### src/rtl/clock_divider_prog.sv
// clock_divider_prog: runtime-programmable 50%-duty clock divider.
// clk_out = clk_in / (2*(div_cur+1)). A new ratio is requested with div_load
// and is applied only when clk_out falls (or while parked), so clk_out never
// glitches. rise/fall are one-cycle strobes that mark the clk_out edges.
// Optional build macro CLKDIV_LOCK_EN adds a 'locked' output. It is set once
// two complete periods have run at the current ratio.

module clock_divider_prog #(
   parameter int CNT_W   = 8,
   parameter int DIV_RST = 3
) (
   input  logic             clk_in,
   input  logic             rst,
   input  logic             en,
   input  logic [CNT_W-1:0] div_in,
   input  logic             div_load,
   output logic             div_busy,
   output logic [CNT_W-1:0] div_cur,
   output logic             clk_out,
   output logic             rise,
   output logic             fall
`ifdef CLKDIV_LOCK_EN
   ,
   output logic             locked
`endif
);

   localparam logic [CNT_W-1:0] DIV_RST_V = CNT_W'(DIV_RST);

   // LOW and HIGH are the two running phases. PARK holds clk_out low while
   // en is deasserted.
   typedef enum logic [1:0] {
      ST_LOW  = 2'd0,
      ST_HIGH = 2'd1,
      ST_PARK = 2'd2
   } state_t;

   state_t           state, state_nx;
   logic [CNT_W-1:0] cnt, cnt_nx;
   logic [CNT_W-1:0] pending;
   logic             rise_nx, fall_nx;
   logic             phase_done;
   logic             apply;
   logic             park_entry;

   // A phase ends when the half-period counter reaches the active ratio.
   assign phase_done = (cnt == div_cur);

   // State register. Reset is synchronous, so it is sampled only at the clock edge.
   // NOTE: sequential blocks use non-blocking (<=) so that every flop samples
   // the pre-edge value of every other flop, whatever the statement order.
   always_ff @(posedge clk_in) begin
      if (rst) state <= ST_LOW;
      else     state <= state_nx;
   end

   // Next-state logic, counter update, edge strobes and the apply decision.
   // NOTE: every output of this block is given a default first, so no path
   // leaves a variable unassigned and no latch is inferred.
   always_comb begin
      state_nx   = state;
      cnt_nx     = cnt;
      rise_nx    = 1'b0;
      fall_nx    = 1'b0;
      apply      = 1'b0;
      park_entry = 1'b0;
      case (state)
         ST_LOW: begin
            if (!phase_done) begin
               cnt_nx = cnt + 1'b1;
            end else if (en) begin
               state_nx = ST_HIGH;
               cnt_nx   = '0;
               rise_nx  = 1'b1;
            end else begin
               // The counter holds at div_cur while parked. It restarts from 0 on exit.
               state_nx   = ST_PARK;
               park_entry = 1'b1;
            end
         end
         ST_HIGH: begin
            // en is ignored here, so a high phase always runs to completion.
            if (!phase_done) begin
               cnt_nx = cnt + 1'b1;
            end else begin
               state_nx = ST_LOW;
               cnt_nx   = '0;
               fall_nx  = 1'b1;
               // The new ratio governs the low phase that starts at this edge.
               apply    = div_busy;
            end
         end
         ST_PARK: begin
            // clk_out is steadily low, so a ratio can be applied on any cycle.
            apply = div_busy;
            if (en) begin
               state_nx = ST_HIGH;
               cnt_nx   = '0;
               rise_nx  = 1'b1;
            end
         end
         default: begin
            state_nx = ST_LOW;
            cnt_nx   = '0;
         end
      endcase
   end

   // Counter and registered outputs. clk_out is taken from the next state, so
   // it is a clean flop output that is aligned with the rise and fall strobes.
   always_ff @(posedge clk_in) begin
      if (rst) begin
         cnt     <= '0;
         clk_out <= 1'b0;
         rise    <= 1'b0;
         fall    <= 1'b0;
      end else begin
         cnt     <= cnt_nx;
         clk_out <= (state_nx == ST_HIGH);
         rise    <= rise_nx;
         fall    <= fall_nx;
      end
   end

   // Ratio handshake. A load always wins the busy flag, so a load that lands
   // on an apply cycle stays pending. The apply itself uses the old pending value.
   always_ff @(posedge clk_in) begin
      if (rst) begin
         pending  <= '0;
         div_busy <= 1'b0;
         div_cur  <= DIV_RST_V;
      end else begin
         if (apply) begin
            div_cur <= pending;
         end
         if (div_load) begin
            pending  <= div_in;
            div_busy <= 1'b1;
         end else if (apply) begin
            div_busy <= 1'b0;
         end
      end
   end

`ifdef CLKDIV_LOCK_EN
   logic fall_seen;

   // Lock tracking. Any ratio change or park restarts the count. The second
   // fall strobe after a restart means two full periods at div_cur.
   always_ff @(posedge clk_in) begin
      if (rst) begin
         fall_seen <= 1'b0;
         locked    <= 1'b0;
      end else if (apply || park_entry) begin
         fall_seen <= 1'b0;
         locked    <= 1'b0;
      end else if (fall_nx) begin
         if (fall_seen) locked    <= 1'b1;
         else           fall_seen <= 1'b1;
      end
   end
`endif

endmodule

### config.mk
export PLATFORM = sky130hd
export DESIGN_NAME = clock_divider_prog
export DESIGN_NICKNAME = d
export VERILOG_FILES = /design/src/rtl/clock_divider_prog.sv
export SDC_FILE = /design/constraint.sdc
export NUM_CORES = 1
export LEC_CHECK = 0
export ABC_AREA = 1
export BUFFER_PORTS_ARGS = -buffer_cell sky130_fd_sc_hd__buf_4
export CAP_MARGIN = 40
export CORE_MARGIN = 8
export CORE_UTILIZATION = 55
export CTS_CLUSTER_SIZE = 14
export DETAILED_ROUTE_END_ITERATION = 7
export PLACE_DENSITY = 0.74
export SKIP_CTS_REPAIR_TIMING = 1
export SLEW_MARGIN = 20
export SYNTH_ARGS = -nofsm -noshare
export SYNTH_HDL_FRONTEND = slang
export SYNTH_SLANG_ARGS = --single-unit
### constraint.sdc
create_clock -name clk_in -period 1.6 [get_ports clk_in]
set_clock_uncertainty 0.05 [all_clocks]
set_input_delay 0.24 -clock clk_in [delete_from_list [all_inputs] [get_ports clk_in]]
set_output_delay 0.24 -clock clk_in [all_outputs]
set_load 0.005 [all_outputs]
======== Yosys cells after proc, flatten, opt, wreduce, memory -nomap -nowiden ========
Cells that the tools add are included.
Widths: inputs -> output; s select.
storage, ports and cells
  bits in registers ....................... 30
  input port bits ......................... 12
  output and inout bits ................... 12
  logic and storage cells ................. 34
cells by class
  add/sub/neg operators ................... 1
  equality and inequality tests ........... 4
  multiplexer cells ....................... 17
  bitwise gates (word level) .............. 1
  reductions and logical operators ........ 3
operators by type and width
  operator             count
  $mux 8               3
  $pmux 8 s3           1
  $add 8x1->8 const B  1
  $eq 8x8->1           1
  $mux 2               4
  $mux 1               6
  $pmux 2 s3           1
  $eq 2x1->1 const B   2
  $pmux 1 s2           2
  $eq 2x2->1 const B   1
  $logic_not 2->1      1
  $reduce_bool 2->1    1
  $reduce_or 2->1      1
  $not 1->1            1

======== Depth between registers and ports, before layout ========
Gate-level depths: netlist of run 1.
  depth after elaboration ................. 5
  mapped depth ............................ 12
  gate-level depth less buffers ........... 12

======== Least setup slack after synthesis of run 1 ========
No wires, ideal clock.
  path type ............................... reg-to-reg
  start point ............................. register state[0]
  end point ............................... register cnt[3]
  library setup time ...................... 0.122 ns
  arrival ................................. 1.249 ns
  required time ........................... 1.428 ns
  slack ................................... 0.180 ns
  stages on the path, launching flop included .. 7
  path buffers ............................ 0
  period minus slack after synthesis ...... 1.420 ns
  path through ............................ dfxtp_1 > inv_1 > ha_1 > or2_2 > nand2_4 > or2_1 > a21oi_2
on the way
  longest elaborated chain between the ends .. 2
  elaborated cells on any way between the ends .. 4
  those cells by class .................... eq/ne: 2; mux: 1; reduce/logical: 1
ends and longest elaborated chain
  element                             line  source
  start: declaration                  38    state_t state, state_nx;
  start signal: assignment            54    else state <= state_nx;
  $eq 2x2->1 (tied with other cells)  67    case (state)
  $pmux 8 s3 (*)                      67
  end signal: assignment              118   cnt <= cnt_nx;
  end: declaration                    39    logic [CNT_W-1:0] cnt, cnt_nx;
Every way passes the cells marked *; elsewhere a longest branch is shown, timed or not.
A chain may end at the register's enable or synchronous reset.

======== Final worst setup path of run 1 ========
  start point ............................. register cnt[4]
  end point ............................... register div_cur[1]
on the way
  longest elaborated chain between the ends .. 3
ends and longest elaborated chain
  element                 line  source
  $eq 8x8->1              47    assign phase_done = (cnt == div_cur);
  $mux 1                  83    if (!phase_done) begin
  $pmux 1 s2              67
  end signal: assignment  134   div_cur <= pending;
  end: declaration        18    output logic [CNT_W-1:0] div_cur,
No other way between the ends.

==> run_results.csv, run 1 <==
group,metric,value,unit
status,status,"finished with violations",
status,violations,"setup timing",
power_and_ir_drop,p_seq_share,42.5,%
die,rows,19,
route,drt_iter0_markers,148,
setup_path,critical_path_class,"register to register",
layout,fillers,211,
min_path,hp-class,"input port to register",
yosys,ys_ff_latch,30,
die,initial_core_util,55.73,%
timing,fmax,0.6091,GHz
layout,ff_latch_area,625.6,µm²
die,core_area,2663,µm²
timing,tightest_slew,432.4,ps
grt,grt_use_total,15.70,%
setup_path,crit_fanout,5,
timing,final_hold_viol_count,0,
clocking,cts_buffer_depth,2,
die,fp.dieW,67.94,µm
layout,antenna_cells,0,
power_and_ir_drop,switching_share,36.60,%
power_and_ir_drop,power_switching,761.1,µW
clocking,cts_tree,"yes",
setup_path,worst_setup_path_end_kind,"register",
route,routed_wl,3688,µm
placed_design,dp_hpwl,2476,µm
grt,grt_max_degree,17,
placed_design,port_buffers,23,
setup_path,critPathLaunchType,"register",
setup_path,crit_required,1730,ps
run,drv_cap,0,
timing,rsz0062_at_grt,"yes",
setup_path,crit_arrival,1780,ps
layout,multiInputGateArea,882.1,µm²
grt,grt_pass1_vias,1350,
power_and_ir_drop,cellPowerDensity,1049,nW/µm²
grt,grt_pass1_wl,5678,µm
die,dieArea,4616,µm²
timing,finalCriticalPeriod,1642,ps
layout,drive_gt1_share,37.90,%
power_and_ir_drop,p_int,1.319,mW
grt,overflow,0,
yosys,syn_area,1484,µm²
layout,utilization,74.48,%
die,pin_count,24,
clocking,cts.clk_slew.worst_paths,110,ps
power_and_ir_drop,total_leakage_power,0.9195,nW
power_and_ir_drop,p_clk_share,23.8,%
yosys,syn-num-nets,222,
route,vias_per_cell,5.294,
grt,antenna_found_initial,0,
yosys,syn_avg_cell_area,7.239,µm²
clocking,clock_tree.root_cell,"clkbuf_4",
timing,slew_violations,0,
route,num_vias,1477,
route,antenna_left,0,
die,die_h,67.94,µm
route,detail_route.first_pass.iterations,4,
yosys,ys_seq_area_share,40.47,%
power_and_ir_drop,irDropWorstVdd,890.2,µV
yosys,yosysWarnings,0,
placed_design,place_ws,67.33,ps
timing,slew_headroom,71.14,%
placed_design,place_congestion,0.8355,
route,drcViolationCount,0,
clocking,cts_inserted_buffers,5,
layout,area_growth,33.64,%
timing,setup_viol,4,
clocking,worstSkewPairLatency,340,ps
power_and_ir_drop,p_comb_share,33.6,%
yosys,synth.distinct_cells,24,
timing,fin_ws,-41.75,ps
layout,nets,264,
yosys,synth_cells,205,
clocking,cts_sinks,30,
route,wire_per_inst,13.22,µm
clocking,htree_levels,2,
timing,whs,48.33,ps
timing,fin_crit_sh,102.6,%
[placed cells by master, fill, tap and decap left out, drive strengths merged]
| cell type | Yosys | routed |
|---|---|---|
| nor3 | 2 | 2 |
| dfxtp | 30 | 30 |
| clkinv | 2 | 2 |
| o21ai | 16 | 16 |
| xor2 | 3 | 3 |
| inv | 22 | 23 |
| a31oi | 1 | 1 |
| a21oi | 10 | 10 |
| nand2 | 48 | 49 |
| ha | 5 | 5 |
| or2 | 3 | 3 |
| nor2 | 38 | 38 |
| clkinvlp | 0 | 1 |
| xnor2 | 4 | 4 |
| buf | 0 | 35 |
| nand3 | 20 | 20 |
| clkbuf | 1 | 6 |
[worst paths after layout]
path / from / to / slack [ps] / cells past startpoint
worst max-delay path: cnt[4] / div_cur[1] / -40 / 9
worst min-delay path: rst / div_busy / 50 / 2
worst max register to register: cnt[4] / div_cur[1] / -40 / 9
worst min register to register: pending[0] / div_cur[0] / 420 / 2
[per-layer routing]
layer,track usage [%],routed length [µm]
met1,17.34,1470
met2,26.38,1896
met3,5.237,241
met4,7.928,80
met5,0,0
[worst max-delay path, cell delays in order (launching register included)]
cell	delay, ps
dfxtp_2	360
xnor2_2	180
nand2_2	90
nor2_4	190
buf_12	140
nand3_4	80
nand2_4	130
nand2_8	90
nand2_1	80
nand3_1	90
[synth_stat cells]
cell / count / area (µm²)
inv_1: 19 / 71.32
ha_1: 5 / 62.56
o21ai_0: 10 / 50.05
or2_2: 1 / 6.260
nand2_4: 4 / 45.04
clkbuf_1: 1 / 3.750
nor2_4: 2 / 22.52
inv_2: 3 / 11.26
nor2_1: 36 / 135.1
xnor2_1: 4 / 35.03
nor3_1: 2 / 10.01
nand2_1: 40 / 150.1
or2_1: 2 / 12.51
xor2_1: 3 / 26.28
nand3_1: 18 / 90.09
dfxtp_1: 30 / 600.6
clkinv_4: 1 / 8.760
o21ai_1: 6 / 30.03
nand3_2: 2 / 20.02
clkinv_1: 1 / 3.750
a21oi_2: 2 / 17.52
nand2_2: 4 / 25.02
a21oi_1: 8 / 40.04
a31oi_1: 1 / 6.260
[through the flow]
stage / cells / instance area (µm²) / setup TNS, ps / total power, mW
after floorplan: 205 / 1484 / 0 / 1.313
final: 279 / 1983 / -62.12 / 2.080
after global placement: 262 / 1722 / 0 / 1.445
after CTS: 270 / 1785 / 0 / 1.939
after detailed placement: 262 / 1722 / 0 / 1.458
after global routing: 279 / 1983 / -1021 / 2.206
[power groups by stage]
stage	clock [mW]	combinational, mW	sequential, mW
after floorplan	0	0.427	0.886
after global placement	0	0.556	0.889
after detailed placement	0	0.566	0.893
after CTS	0.494	0.569	0.876
after global routing	0.540	0.769	0.897
final	0.496	0.699	0.885
[cell type report]
type                       count  area share, %
multi-input combinational    151          44.48
sequential                    30          31.55
timing repair buffer          35          13.88
inverter                      24          4.921
clock buffer                   6          2.587
tap                           31          1.956
clock inverter                 2         0.6309
[sequential cells by signal, summed over array words and instances (netlist names)]
name	cells
cnt	8
div_cur	8
pending	8
state	2
clk_out	1
div_busy	1
fall	1
rise	1
[cell families after synthesis]
| family | after synthesis | share of synthesized area, % |
|---|---|---|
| buf+inv | 25 | 6.661 |
| flops | 30 | 40.47 |
| simple gates | 111 | 34.82 |
| compound gates | 27 | 9.697 |
| fa+ha+maj | 5 | 4.216 |
| xor+xnor | 7 | 4.132 |
Note: power is estimated with default switching activity, not from simulation.
==> run 2, diff against run 1 <==
--- a/config.mk
+++ b/config.mk
@@ -8,6 +8,7 @@
 export ABC_AREA = 1
 export BUFFER_PORTS_ARGS = -buffer_cell sky130_fd_sc_hd__buf_4
 export CAP_MARGIN = 40
+export CORE_ASPECT_RATIO = 0.7
 export CORE_MARGIN = 8
 export CORE_UTILIZATION = 55
 export CTS_CLUSTER_SIZE = 14
==> run 2 against run 1 <==
  * The flow now finishes without violations
  * Routed wire length fell by 5.0%
  * Largest power group unchanged
  * Critical path depth is 1 lower
  * Largest cell class unchanged
  * Sequential power about the same
==> run_results.csv, run 2 (synthesized netlist as in run 1, its figures left out) <==
group,metric,value,unit
min_path,holdPathStages,2,
timing,slew_violations,0,
timing,tightest_slew,381.2,ps
clocking,worstSkewPairLatency,280,ps
timing,slew_headroom,74.56,%
clocking,clock_tree.root_cell,"clkbuf_8",
layout,nets,254,
clocking,cts_tree,"yes",
grt,grt_pass1_vias,1311,
route,wire_per_inst,12.92,µm
min_path,hp-class,"input port to register",
layout,drive_gt1_share,21.94,%
clocking,cts_sinks,30,
die,fp.dieW,78.09,µm
timing,finalCriticalPeriod,1554,ps
placed_design,dp.cells,264,
timing,setup_tns,0,ps
grt,grt_max_degree,17,
layout,antenna_cells,0,
setup_path,cp_cell_sequence,"inv_1 -> ha_1 -> nand2_1 -> inv_1 -> nand2_4 -> clkinv_4 -> nor2_1 -> nor2_1",
power_and_ir_drop,cellPowerDensity,1143,nW/µm²
clocking,htree_levels,2,
die,core_area,2515,µm²
die,pin_count,24,
timing,fin_crit_sh,97.14,%
layout,final_common_cell,"nand2_1",
placed_design,port_buffers,23,
setup_path,crit_required,1720,ps
setup_path,path_buf_inv,3,
route,vias_per_cell,5.052,
setup_path,slowest_stage,"dfxtp_1",
setup_path,timing.rr.end,"div_cur[7]",
timing,final_hold_viol_count,0,
die,initial_core_util,59.00,%
route,drcViolationCount,0,
grt,grt_use_total,15.86,%
setup_path,cp_top_family,"simple AND/OR/NAND/NOR gates",
die,die_h,59.46,µm
route,detail_route.first_pass.iterations,4,
timing,setup_viol,0,
power_and_ir_drop,irDropWorstVdd,936.5,µV
placed_design,place_congestion,0.8250,
timing,whs,106.2,ps
route,num_vias,1369,
route,antenna_left,0,
timing,fmax,0.6434,GHz
setup_path,worst_setup_path_end_kind,"register",
setup_path,slowest_delay,390,ps
setup_path,critical_path_class,"register to register",
setup_path,r2r_setup_slack,50,ps
setup_path,critPathLaunchType,"register",
layout,area_growth,21.25,%
setup_path,crit_arrival,1670,ps
setup_path,crit_fanout,10,
setup_path,reg2reg_from,"state[1]",
die,dieArea,4643,µm²
setup_path,reg2reg_depth,8,
layout,layout_common_cells,"40 x nand2_1, 36 x nor2_1, 28 x dfxtp_1",
layout,final_cells,271,
min_path,holdPathEnd,"rise",
grt,grt_pass1_wl,5789,µm
layout,top_regs,"cnt x8, div_cur x8, pending x8",
route,drt_iter0_markers,51,
route,routed_wl,3502,µm
clocking,cts_inserted_buffers,5,
placed_design,dp_hpwl,2655,µm
grt,overflow,0,
timing,rsz0062_at_grt,"yes",
grt,antenna_found_initial,0,
status,status,"finished, final reports clean",
clocking,cts.clk_slew.worst_paths,60,ps
power_and_ir_drop,total_leakage_power,0.8615,nW
min_path,hp-start,"rst",
run,drv_cap,0,
clocking,cts_buffer_depth,2,
die,rows,15,
==> run 2: per-stage QoR <==
stage	utilization, %	power [mW]	instance area [µm²]	setup slack, ps
after floorplan	-	1.313	1484	179.6
after global placement	68.31	1.456	1718	121.4
after detailed placement	68.31	1.479	1718	71.85
after CTS	71.34	2.045	1794	28.02
after global routing	71.54	2.167	1799	-45.38
final	71.54	2.056	1799	45.81
==> run 2: worst max-delay path by stage <==
stage,cells past startpoint,startpoint,endpoint
global route,9,cnt[3],div_cur[7]
detailed placement,6,state[1],cnt[3]
global placement,6,state[1],cnt[3]
CTS,8,state[0],div_cur[7]
finish,8,state[1],div_cur[7]
floorplan,6,state[0],cnt[3]
==> run 2: final cells by class <==
cell class | instances | area (µm²)
multi-input cells | 150 | 787.0
fillers | 204 | 715.7
flip-flops and latches | 30 | 603.1
repair buffers | 26 | 195.2
inverters | 24 | 95.09
clock buffers | 7 | 76.32
well taps | 34 | 42.54
==> run 2: layer usage <==
metal  wire length (µm)  vias to the layer above  global-route usage [%]
met3                241                        6                   5.455
met4                 54                        0                   7.874
met5                  0                        -                       0
li1                   -                      712                       -
met2               1605                       44                   25.29
met1               1601                      607                   18.65
==> run 2: power breakdown <==
group / switching (mW) / internal [mW] / total (mW)
Clock: 0.270 / 0.299 / 0.569
Sequential: 0.0687 / 0.820 / 0.888
Combinational: 0.361 / 0.238 / 0.599
==> run 3, diff against run 2 <==
--- a/config.mk
+++ b/config.mk
@@ -8,9 +8,11 @@
 export ABC_AREA = 1
 export BUFFER_PORTS_ARGS = -buffer_cell sky130_fd_sc_hd__buf_4
 export CAP_MARGIN = 40
+export CELL_PAD_IN_SITES_DETAIL_PLACEMENT = 1
+export CELL_PAD_IN_SITES_GLOBAL_PLACEMENT = 2
 export CORE_ASPECT_RATIO = 0.7
 export CORE_MARGIN = 8
-export CORE_UTILIZATION = 55
+export CORE_UTILIZATION = 31
 export CTS_CLUSTER_SIZE = 14
 export DETAILED_ROUTE_END_ITERATION = 7
 export PLACE_DENSITY = 0.74
==> run 3 against run 2 <==
  * Die area increased by 57%
  * Routed wire length grew 26%
  * Combinational power increased by 32%
  * Cell count increased by 15%
  * Power increased by 13%
  * Sequential cell count stayed put
  * Utilization down 27 points
  * Clock-buffer cell count unchanged
  * Critical path type unchanged
  * Critical endpoint is now div_cur[4]
==> run_results.csv, run 3 (synthesized netlist as in run 1, its figures left out) <==
group,metric,value,unit
setup_path,timing.rr.end,"div_cur[4]",
timing,setup_viol,0,
die,core_area,4703,µm²
setup_path,r2r_setup_slack,60,ps
setup_path,crit_arrival,1650,ps
layout,nets,271,
power_and_ir_drop,power_switching,793.9,µW
route,detail_route.first_pass.iterations,4,
die,die_h,73.89,µm
setup_path,slowest_delay,340,ps
layout,layout_common_cells,"38 x buf_4, 35 x nand2_1, 35 x nor2_1",
placed_design,port_buffers,23,
route,num_vias,1465,
die,initial_core_util,31.55,%
clocking,worstSkewPairLatency,280,ps
timing,rsz0062_at_grt,"yes",
setup_path,critPathLaunchType,"register",
setup_path,cp_cell_sequence,"inv_2 -> nand2_2 -> nand2_2 -> nand2_2 -> nor2_4 -> buf_6 -> nand3_4 -> nand2_4 -> nand2_4 -> o21ai_1 -> nor2_1",
timing,fin_crit_sh,96.04,%
layout,final_common_cell,"buf_4",
layout,final_cells,312,
power_and_ir_drop,p_clk_share,27.2,%
placed_design,place_area,1754,µm²
route,vias_per_cell,4.696,
power_and_ir_drop,switching_share,34.28,%
grt,grt_use_total,12.36,%
min_path,holdPathEnd,"rise",
power_and_ir_drop,p_seq_share,38.7,%
layout,top_regs,"cnt x8, div_cur x8, pending x8",
timing,tightest_slew,507.5,ps
setup_path,critPathMostFrequentCell,"nand2_2",
setup_path,reg2reg_depth,11,
setup_path,crit_fanout,5,
die,fp.dieW,98.70,µm
timing,slew_violations,0,
placed_design,dp.cells,288,
clocking,cts_buffer_depth,2,
setup_path,critical_path_class,"register to register",
clocking,cts_tree,"yes",
grt,grt_pass1_wl,7162,µm
route,antenna_left,0,
min_path,hp-class,"input port to register",
setup_path,slowest_stage,"dfxtp_2",
placed_design,dp_hpwl,3253,µm
power_and_ir_drop,total_leakage_power,0.9716,nW
layout,area_growth,40.30,%
min_path,holdPathStages,2,
layout,final_cell_area,2082,µm²
setup_path,reg2reg_from,"cnt[5]",
clocking,cts_inserted_buffers,5,
setup_path,crit_required,1710,ps
die,dieArea,7292,µm²
grt,grt_max_degree,17,
power_and_ir_drop,cellPowerDensity,1112,nW/µm²
power_and_ir_drop,irDropWorstVdd,597.0,µV
grt,antenna_found_initial,0,
setup_path,worst_setup_path_end_kind,"register",
min_path,hp-start,"rst",
route,drcViolationCount,0,
layout,drive_gt1_share,36.86,%
timing,final_hold_viol_count,0,
setup_path,cp_top_family,"simple AND/OR/NAND/NOR gates",
clocking,cts_sinks,30,
clocking,htree_levels,2,
status,status,"finished, final reports clean",
route,drt_iter0_markers,36,
timing,slew_headroom,66.13,%
clocking,clock_tree.root_cell,"clkbuf_8",
route,wire_per_inst,14.13,µm
run,drv_cap,0,
die,rows,21,
timing,fmax,0.6508,GHz
setup_path,path_buf_inv,2,
route,routed_wl,4410,µm
power_and_ir_drop,total_power,2.316,mW
grt,overflow,0,
timing,finalCriticalPeriod,1537,ps
placed_design,place_congestion,0.8528,
power_and_ir_drop,p_comb_share,34.1,%
die,pin_count,24,
clocking,cts.clk_slew.worst_paths,60,ps
power_and_ir_drop,p_int,1.522,mW
layout,antenna_cells,0,
grt,grt_pass1_vias,1520,
## run 3: worst register-to-register path: stages (launching register included)
cell and delay [ps]:
dfxtp_2 340, inv_2 80, nand2_2 50, nand2_2 70
nand2_2 60, nor2_4 160, buf_6 120, nand3_4 80
nand2_4 130, nand2_4 90, o21ai_1 140, nor2_1 50
## run 3: how the worst max path moves through the flow
stage,start,endpoint,depth (start not counted),slack [ps]
finish,cnt[5],div_cur[4],11,60
detailed placement,state[0],cnt[3],6,-2
floorplan,state[0],cnt[3],6,180
global placement,state[0],cnt[3],6,40
CTS,state[0],cnt[3],6,-20
global route,div_cur[2],div_cur[7],10,-50
## run 3: layout make-up
type | instances | area [µm²]
clock buffers | 7 | 86.33
clock inverters | 1 | 5.005
fillers | 579 | 2621
inverters | 24 | 97.59
multi-input cells | 151 | 867.1
flip-flops and latches | 30 | 621.8
well taps | 57 | 71.32
repair buffers | 42 | 332.8
## run 3: power groups by stage
stage | Sequential (mW) | Combinational, mW | Clock, mW
2_1_floorplan | 0.886 | 0.427 | 0
3_3_place_gp | 0.893 | 0.592 | 0
3_5_place_dp | 0.903 | 0.599 | 0
4_1_cts | 0.885 | 0.605 | 0.653
5_1_grt | 0.907 | 0.879 | 0.694
6_report | 0.897 | 0.790 | 0.629
## run 3: per-layer routing
metal | global-route usage (%) | share of wire, %
met2 | 21.26 | 45
met5 | 0 | 0
met3 | 3.217 | 3.2
met4 | 3.553 | 0.75
met1 | 14.90 | 51
## run 3: per-stage QoR
stage	setup TNS, ps	setup WS (ps)	hold slack (ps)	util [%]
after floorplan	0	179.6	259.1	-
after global placement	0	43.31	395.5	37.30
after detailed placement	-1.575	-1.575	396.6	37.30
after CTS	-44.57	-21.76	99.17	39.24
after global routing	-272.2	-46.84	107.1	44.27
final	0	63.32	104.5	44.27
